===== src/rtl/serial_magnitude_compare_pkg.sv =====
// serial_magnitude_compare_pkg: shared result codes, FSM states and ordering-decision encoding
package serial_magnitude_compare_pkg;
  localparam logic [2:0] CMP_GT = 3'b100;
  localparam logic [2:0] CMP_LT = 3'b010;
  localparam logic [2:0] CMP_EQ = 3'b001;
  typedef enum logic [1:0] {ST_IDLE, ST_RUN, ST_HOLD} state_t;
  localparam logic [1:0] REL_EQ = 2'd0;
  localparam logic [1:0] REL_GT = 2'd1;
  localparam logic [1:0] REL_LT = 2'd2;
  // The first unequal nibble pair decides; later pairs cannot overturn it.
  function automatic logic [1:0] rel_step(input logic [1:0] cur, input logic gt, input logic lt);
    return cur != REL_EQ ? cur : gt ? REL_GT : lt ? REL_LT : REL_EQ;
  endfunction
  function automatic logic [2:0] rel_code(input logic [1:0] r, input logic [2:0] cascade);
    return r == REL_GT ? CMP_GT : r == REL_LT ? CMP_LT : cascade;
  endfunction
endpackage


===== src/rtl/serial_magnitude_compare_nibble_rel.sv =====
// nibble_rel: combinational greater/less decision for one pair of 4-bit nibbles
module nibble_rel (
  input  logic [3:0] i_a,
  input  logic [3:0] i_b,
  output logic       o_gt,
  output logic       o_lt
);
  assign o_gt = i_a > i_b;
  assign o_lt = i_a < i_b;
endmodule


===== src/rtl/serial_magnitude_compare.sv =====
// serial_magnitude_compare: MSB-first nibble-serial magnitude comparator with cascade pass-through
module serial_magnitude_compare
  import serial_magnitude_compare_pkg::*;
#(
  parameter int NIBBLES = 4
) (
  input  logic       iClk,
  input  logic       iRst_n,
  input  logic       iValid,
  output logic       oReady,
  input  logic [3:0] iData_a,
  input  logic [3:0] iData_b,
  input  logic       iLast,
  input  logic [2:0] iData,
  output logic       oValid,
  input  logic       iAccept,
  output logic [2:0] oData,
  output logic       oErr
);
  localparam int CW = $clog2(NIBBLES + 1);
  localparam logic [CW-1:0] LP_LAST = CW'(NIBBLES);
  state_t        r_state;
  logic [CW-1:0] r_cnt;
  logic [1:0]    r_rel;
  logic          r_valid;
  logic [2:0]    r_data;
  logic          r_err;
  logic          w_gt, w_lt, w_idle, w_acc, w_final, w_len_ok;
  logic [CW-1:0] w_beat;
  logic [1:0]    w_rel;
  nibble_rel u_rel (
    .i_a  (iData_a),
    .i_b  (iData_b),
    .o_gt (w_gt),
    .o_lt (w_lt)
  );
  // In IDLE the counter and decision are treated as freshly cleared for the incoming first beat.
  assign w_idle   = r_state == ST_IDLE;
  assign w_acc    = iValid && oReady;
  assign w_beat   = (w_idle ? '0 : r_cnt) + CW'(1);
  assign w_rel    = rel_step(w_idle ? REL_EQ : r_rel, w_gt, w_lt);
  assign w_final  = iLast || w_beat == LP_LAST;
  assign w_len_ok = iLast && w_beat == LP_LAST;
  assign oReady   = r_state != ST_HOLD;
  assign oValid   = r_valid;
  assign oData    = r_data;
  assign oErr     = r_err;
  always_ff @(posedge iClk or negedge iRst_n) begin
    if (!iRst_n) begin
      r_state <= ST_IDLE;
      r_cnt   <= '0;
      r_rel   <= REL_EQ;
      r_valid <= 1'b0;
      r_data  <= 3'b000;
      r_err   <= 1'b0;
    end else if (w_acc && w_final) begin
      r_state <= ST_HOLD;
      r_cnt   <= '0;
      r_rel   <= REL_EQ;
      r_valid <= 1'b1;
      r_data  <= rel_code(w_rel, iData);
      r_err   <= !w_len_ok;
    end else if (w_acc) begin
      r_state <= ST_RUN;
      r_cnt   <= w_beat;
      r_rel   <= w_rel;
    end else if (r_state == ST_HOLD && iAccept) begin
      r_state <= ST_IDLE;
      r_valid <= 1'b0;
    end
  end
endmodule


===== config.mk =====
export PLATFORM = sky130hd
export DESIGN_NAME = serial_magnitude_compare
export DESIGN_NICKNAME = d
export VERILOG_FILES = /design/src/rtl/serial_magnitude_compare_pkg.sv /design/src/rtl/serial_magnitude_compare_nibble_rel.sv /design/src/rtl/serial_magnitude_compare.sv
export SDC_FILE = /design/constraint.sdc
export NUM_CORES = 1
export LEC_CHECK = 0
export ABC_CLOCK_PERIOD_IN_PS = 2500
export CORE_MARGIN = 3
export CORE_UTILIZATION = 35
export CTS_CLUSTER_SIZE = 20
export DETAILED_ROUTE_END_ITERATION = 8
export GPL_TIMING_DRIVEN = 0
export PLACE_DENSITY_LB_ADDON = 0.12
export SYNTH_ARGS = -nofsm -noshare
export SYNTH_HDL_FRONTEND = slang
export SYNTH_SLANG_ARGS = --single-unit
export TNS_END_PERCENT = 20

===== constraint.sdc =====
create_clock -name iClk -period 2.5 [get_ports iClk]
set_input_delay 0.375 -clock iClk [delete_from_list [all_inputs] [get_ports iClk]]
set_output_delay 0.375 -clock iClk [all_outputs]
set_load 0.1 [all_outputs]

Word level (Yosys, flattened, before mapping). Cells that the tools add are included.

Bits in registers: 12. Bits of input ports: 16. Output and inout port bits: 6. Logic and storage cells: 44.

$add $sub $neg: 1. $lt $le $gt $ge: 2. Equal/unequal tests: 6. Muxes and demuxes: 17. Reductions and logical operators: 12.

Operators by type and width (count): $mux W2 (9); $mux W3 (5); $reduce_bool A2 Y1 (3); $eq A2 B2 Y1 const B (2); $gt A4 B4 Y1 (1); $logic_and A1 B1 Y1 (4); $lt A4 B4 Y1 (1); $add A3 B1 Y3 const B (1); $eq A3 B3 Y1 const B (1); $mux W1 (3); $reduce_bool A3 Y1 (1); $eq A2 B1 Y1 const B (1); $logic_not A2 Y1 (1); $ne A2 B1 Y1 const B (1); $ne A2 B2 Y1 const B (1); $reduce_and A2 Y1 (1); $logic_not A1 Y1 (1); $logic_or A1 B1 Y1 (1).

Logic depth before layout (Yosys ltp). Gate-level depths: netlist of run 1.

Word-level depth: 8. Mapped depth: 10. Depth with buffers taken out: 8.

Cells and area by module. Synthesis of run 1 repeated with hierarchy kept, for this count alone.

Cell total of the unflattened synthesis: 77. Area total of the unflattened synthesis: 752.0 sq um.

Modules (own cells, without submodules): serial_magnitude_compare (instances 1, cells an instance 62, area an instance 638.1 sq um, seq. area each 300.3 sq um); nibble_rel (instances 1, cells an instance 15, area an instance 113.9 sq um, seq. area each 0.0 sq um).

Least setup slack after synthesis of run 1. Ideal clock, no wire load.

Path type: register to register. Start point: register r_state[0]. End point: register r_data[0], in the netlist oData[0]. Library setup time: 123 ps. Arrival: 1881 ps. Data required time: 2377 ps. Slack: 496 ps. Stages on the path, launching flop included: 11. Buffers on the path: 2. Clock period less this slack: 2004 ps. Cell sequence: dfrtp_1 > buf_6 > nor2_1 > nor2b_1 > ha_1 > ha_1 > or2_1 > buf_2 > nand3_1 > nor2_1 > a32o_1.

Cells in the longest elaborated chain, start to end: 7. Elaborated cells on any way between the ends: 15. Those cells by class: add/sub: 1; eq/ne: 4; mux: 5; reduce/logical: 5.

RTL lines: start, declared (RTL line serial_magnitude_compare.sv:22) `state_t r_state;`; start signal, assigned (RTL line serial_magnitude_compare.sv:50) `r_state <= ST_IDLE;`; start signal, assigned (RTL line serial_magnitude_compare.sv:57) `r_state <= ST_HOLD;`; start signal, assigned (RTL line serial_magnitude_compare.sv:64) `r_state <= ST_RUN;`; parallel branches: the longest is 7 deep, another holds $add A3 B1 Y3; end signal, assigned (RTL line serial_magnitude_compare.sv:61) `r_data <= rel_code(w_rel, iData);`; end, declared (RTL line serial_magnitude_compare.sv:26) `logic [2:0] r_data;`.

Several ways; the timed one is not identified. A chain may end at the register's enable or synchronous reset.

Worst setup path in the final report of run 1.
Start point: register r_state[1]. End point: output port oReady.

Cells in the longest elaborated chain, start to end: 1.

RTL lines: $ne A2 B2 Y1 (RTL line serial_magnitude_compare.sv:44) `assign oReady = r_state != ST_HOLD;`; end, declared (RTL line serial_magnitude_compare.sv:10) `output logic oReady,`.

Every way passes these cells.

==> impl_metrics.csv, run 1 <==
group,metric,value,unit
timing,fin_setup_tns,0,ns
grt,grt_pass1_vias,575,
yosys,ys_types,28,
drt,wirelength,1410,um
clock_network,numCtsBuffers,3,
yosys,ys_seq_elements,12,
drt,routedWlPerCell,11.2,um
cells_and_area,fin_nets,125,
placed_design,placed_cells,123,
clock_network,insertion_delay,0.27,ns
yosys,synth_nets,99,
clock_network,clk_transition_reported_paths,0.07,ns
timing,rsz0062_at_grt,"false",
setup_path,slowest_delay,1.13,ns
setup_path,crit_type,"register to output port",
clock_network,cts_buffer_depth,2,
grt,track_usage,0.128,
timing,min_period,2.40,ns
drt,drtPass1Iterations,4,
drt,post-route-drc-count,0,
clock_network,postCtsSetupBuffers,0,
yosys,synthArstFlopShare,1.00,
placed_design,placed_cell_area,950,um^2
die,dieWidth,51.0,um
setup_path,rr_startpoint,"r_state[0]",
cells_and_area,fin_area,972,um^2
die,fp.dieH,51.0,um
yosys,synthDominantCellAreaShare,0.424,
clock_network,cts_resized,0,
timing,tightest_slew,0.962,ns
yosys,yosysMostFrequentCell,"dfrtp_1",
grt,grt_max_degree,13,
setup_path,reg2regPathDepth,10,
yosys,syn_area,708,um^2
timing,min_period_over_period,0.960,
clock_network,cts_hold_buf,0,
setup_path,cp-end-kind,"output port",
min_path,hold_path.class,"primary input to asynchronous set/reset pin",
cells_and_area,syn2layout_area_growth,37.3,%
clock_network,cts_sinks,12,
yosys,avgSynthCellArea,9.20,um^2
setup_path,arrival,2.03,ns
timing,fmax,417,MHz
drt,detail_route.vias_per_cell,4.97,
power_and_ir_drop,p_leak,0.430,nW
timing,hold_violations,0,
cells_and_area,antenna_cells,0,
yosys,ys_seq_area_frac,0.424,
die,num_rows,15,
die,ioPinCount,22,
yosys,ys_top_cells_by_count,"12 x dfrtp_1, 8 x nand2_1, 7 x nor2_1, 6 x ha_1",
flow_run,drv_cap,0,
grt,grt_pass1_wl,2450,um
clock_network,cts_tree,"yes",
yosys,synth.area.top_cells,"dfrtp_1 42%, ha_1 11%, nand2_1 4.2%",
grt,grt_overflow,0,
drt,vias,626,
setup_path,cp-start-kind,"register",
placed_design,hpwl,1120,um
setup_path,required,2.12,ns
power_and_ir_drop,powerDensity,1070,nW/um^2
power_and_ir_drop,ir_worst_vdd,420,uV
timing,fin_skew,0.00124,ns
yosys,yosys.area.top_type,"dfrtp_1",
cells_and_area,layout-drive-gt1-share,0.109,
drt,ant_nets,0,
grt,antenna_found_initial,0,
yosys,ys_warn_count,0,
die,core-area,1820,um^2
timing,hold_ws,0.456,ns
setup_path,ff2ff_setup_slack,0.33,ns
timing,relSlewSlack,0.356,
placed_design,io_buffers,21,
cells_and_area,final_cells,126,
die,dieArea,2600,um^2
yosys,synth-main-ff-cell,"dfrtp_1",
timing,setup_viol,0,
clock_network,cts_root_buf,"clkbuf_4",
placed_design,place_congestion,0.717,
setup_path,cp_slowest_cell,"clkdlybuf4s50_1",
clock_network,htree_num_levels,1,
setup_path,worstReg2RegEnd,"oData[0]",
die,start_util,0.389,
setup_path,crit_chain,"nand2b_2 -> clkdlybuf4s50_1",
setup_path,cp-startpoint,"r_state[1]",
yosys,synthCells,77,
yosys,synth_edf_count,0,
outcome,outcome,"completed",
timing,drv_slew,0,
setup_path,cp_max_fo,8,
drt,drtIter0Drc,2,
-- state kept, by name (all words and copies together) (netlist names) --
signal / flops
oData: 3
oErr: 1
oValid: 1
r_cnt: 3
r_rel: 2
r_state: 2
-- placed cells by master (no fill, tap or decap), drive strengths merged, types with 2 or more instances in the layout --
cell type / netlist / final
clkdlybuf4s50: 0 / 21
dfrtp: 12 / 12
o21ai: 9 / 9
nand2: 8 / 8
nor2: 8 / 8
ha: 6 / 6
inv: 5 / 5
a21oi: 4 / 4
nor2b: 3 / 3
o31ai: 3 / 3
clkbuf: 0 / 3
buf: 3 / 3
nor3: 2 / 2
a32o: 2 / 2
nand2b: 2 / 2
-- cell families after synthesis --
| group | share of synthesized area |
|---|---|
| buf+inv | 0.0565 |
| compound gates | 0.221 |
| fa+ha+maj | 0.106 |
| flops | 0.424 |
| simple gates | 0.193 |
-- layer usage --
metal / GRT usage / wire length [um] / up-vias / part of all wire
met5: 0 / 0 / - / 0
met3: 0.0408 / 73 / 5 / 0.052
li1: - / - / 321 / -
met1: 0.161 / 624 / 286 / 0.44
met4: 0.0807 / 41 / 0 / 0.029
met2: 0.187 / 671 / 14 / 0.48
-- critical path, delay by kind of cell (launching register included) --
kind / cells / cell delay, ns
buffers and inverters: 1 / 1.13
flip-flops: 1 / 0.48
AND/OR/NAND/NOR: 1 / 0.14
-- metrics by stage --
stage / setup slack [ns] / utilization / total power [mW]
2_1_floorplan: 0.496 / - / 0.779
3_3_place_gp: 0.328 / 0.522 / 0.925
3_5_place_dp: 0.345 / 0.522 / 0.931
4_1_cts: 0.0786 / 0.534 / 1.05
5_1_grt: 0.0129 / 0.534 / 1.12
6_report: 0.0998 / 0.534 / 1.04
-- area by class of cell --
class | instances | area (um^2)
fill | 184 | 848
multi-input combinational | 57 | 368
sequential | 12 | 300
timing repair buffer | 21 | 210
tap | 25 | 31.3
clock buffer | 3 | 22.5
buffer | 3 | 21.3
inverter | 5 | 18.8
-- how the worst max path moves through the flow --
| stage | endpoint | slack (ns) | depth (start not counted) |
|---|---|---|---|
| finish | oReady | 0.1 | 2 |
| global route | oReady | 0.01 | 2 |
| CTS | oReady | 0.08 | 3 |
| detailed placement | oData[0] | 0.34 | 10 |
| global placement | oData[0] | 0.33 | 10 |
| floorplan | oData[0] | 0.50 | 10 |
-- report_power, final --
part	internal, mW	total (mW)	switching, mW	leakage (nW)
Combinational	0.191	0.610	0.419	0.269
Sequential	0.262	0.312	0.0497	0.147
Clock	0.0558	0.119	0.0633	0.0138
Total	0.508	1.04	0.532	0.430
No activity file was read; power rests on OpenSTA's default activity.
==> inputs of run 2 (changes only) <==
--- a/config.mk
+++ b/config.mk
@@ -8,10 +8,12 @@
 export ABC_CLOCK_PERIOD_IN_PS = 2500
 export CORE_MARGIN = 3
 export CORE_UTILIZATION = 35
+export CTS_CLUSTER_DIAMETER = 80
 export CTS_CLUSTER_SIZE = 20
 export DETAILED_ROUTE_END_ITERATION = 8
 export GPL_TIMING_DRIVEN = 0
 export PLACE_DENSITY_LB_ADDON = 0.12
+export SKIP_CTS_REPAIR_TIMING = 1
 export SYNTH_ARGS = -nofsm -noshare
 export SYNTH_HDL_FRONTEND = slang
 export SYNTH_SLANG_ARGS = --single-unit
==> results of run 2 <==
No change in the layout: final DEF, timing and power equal those of run 1.
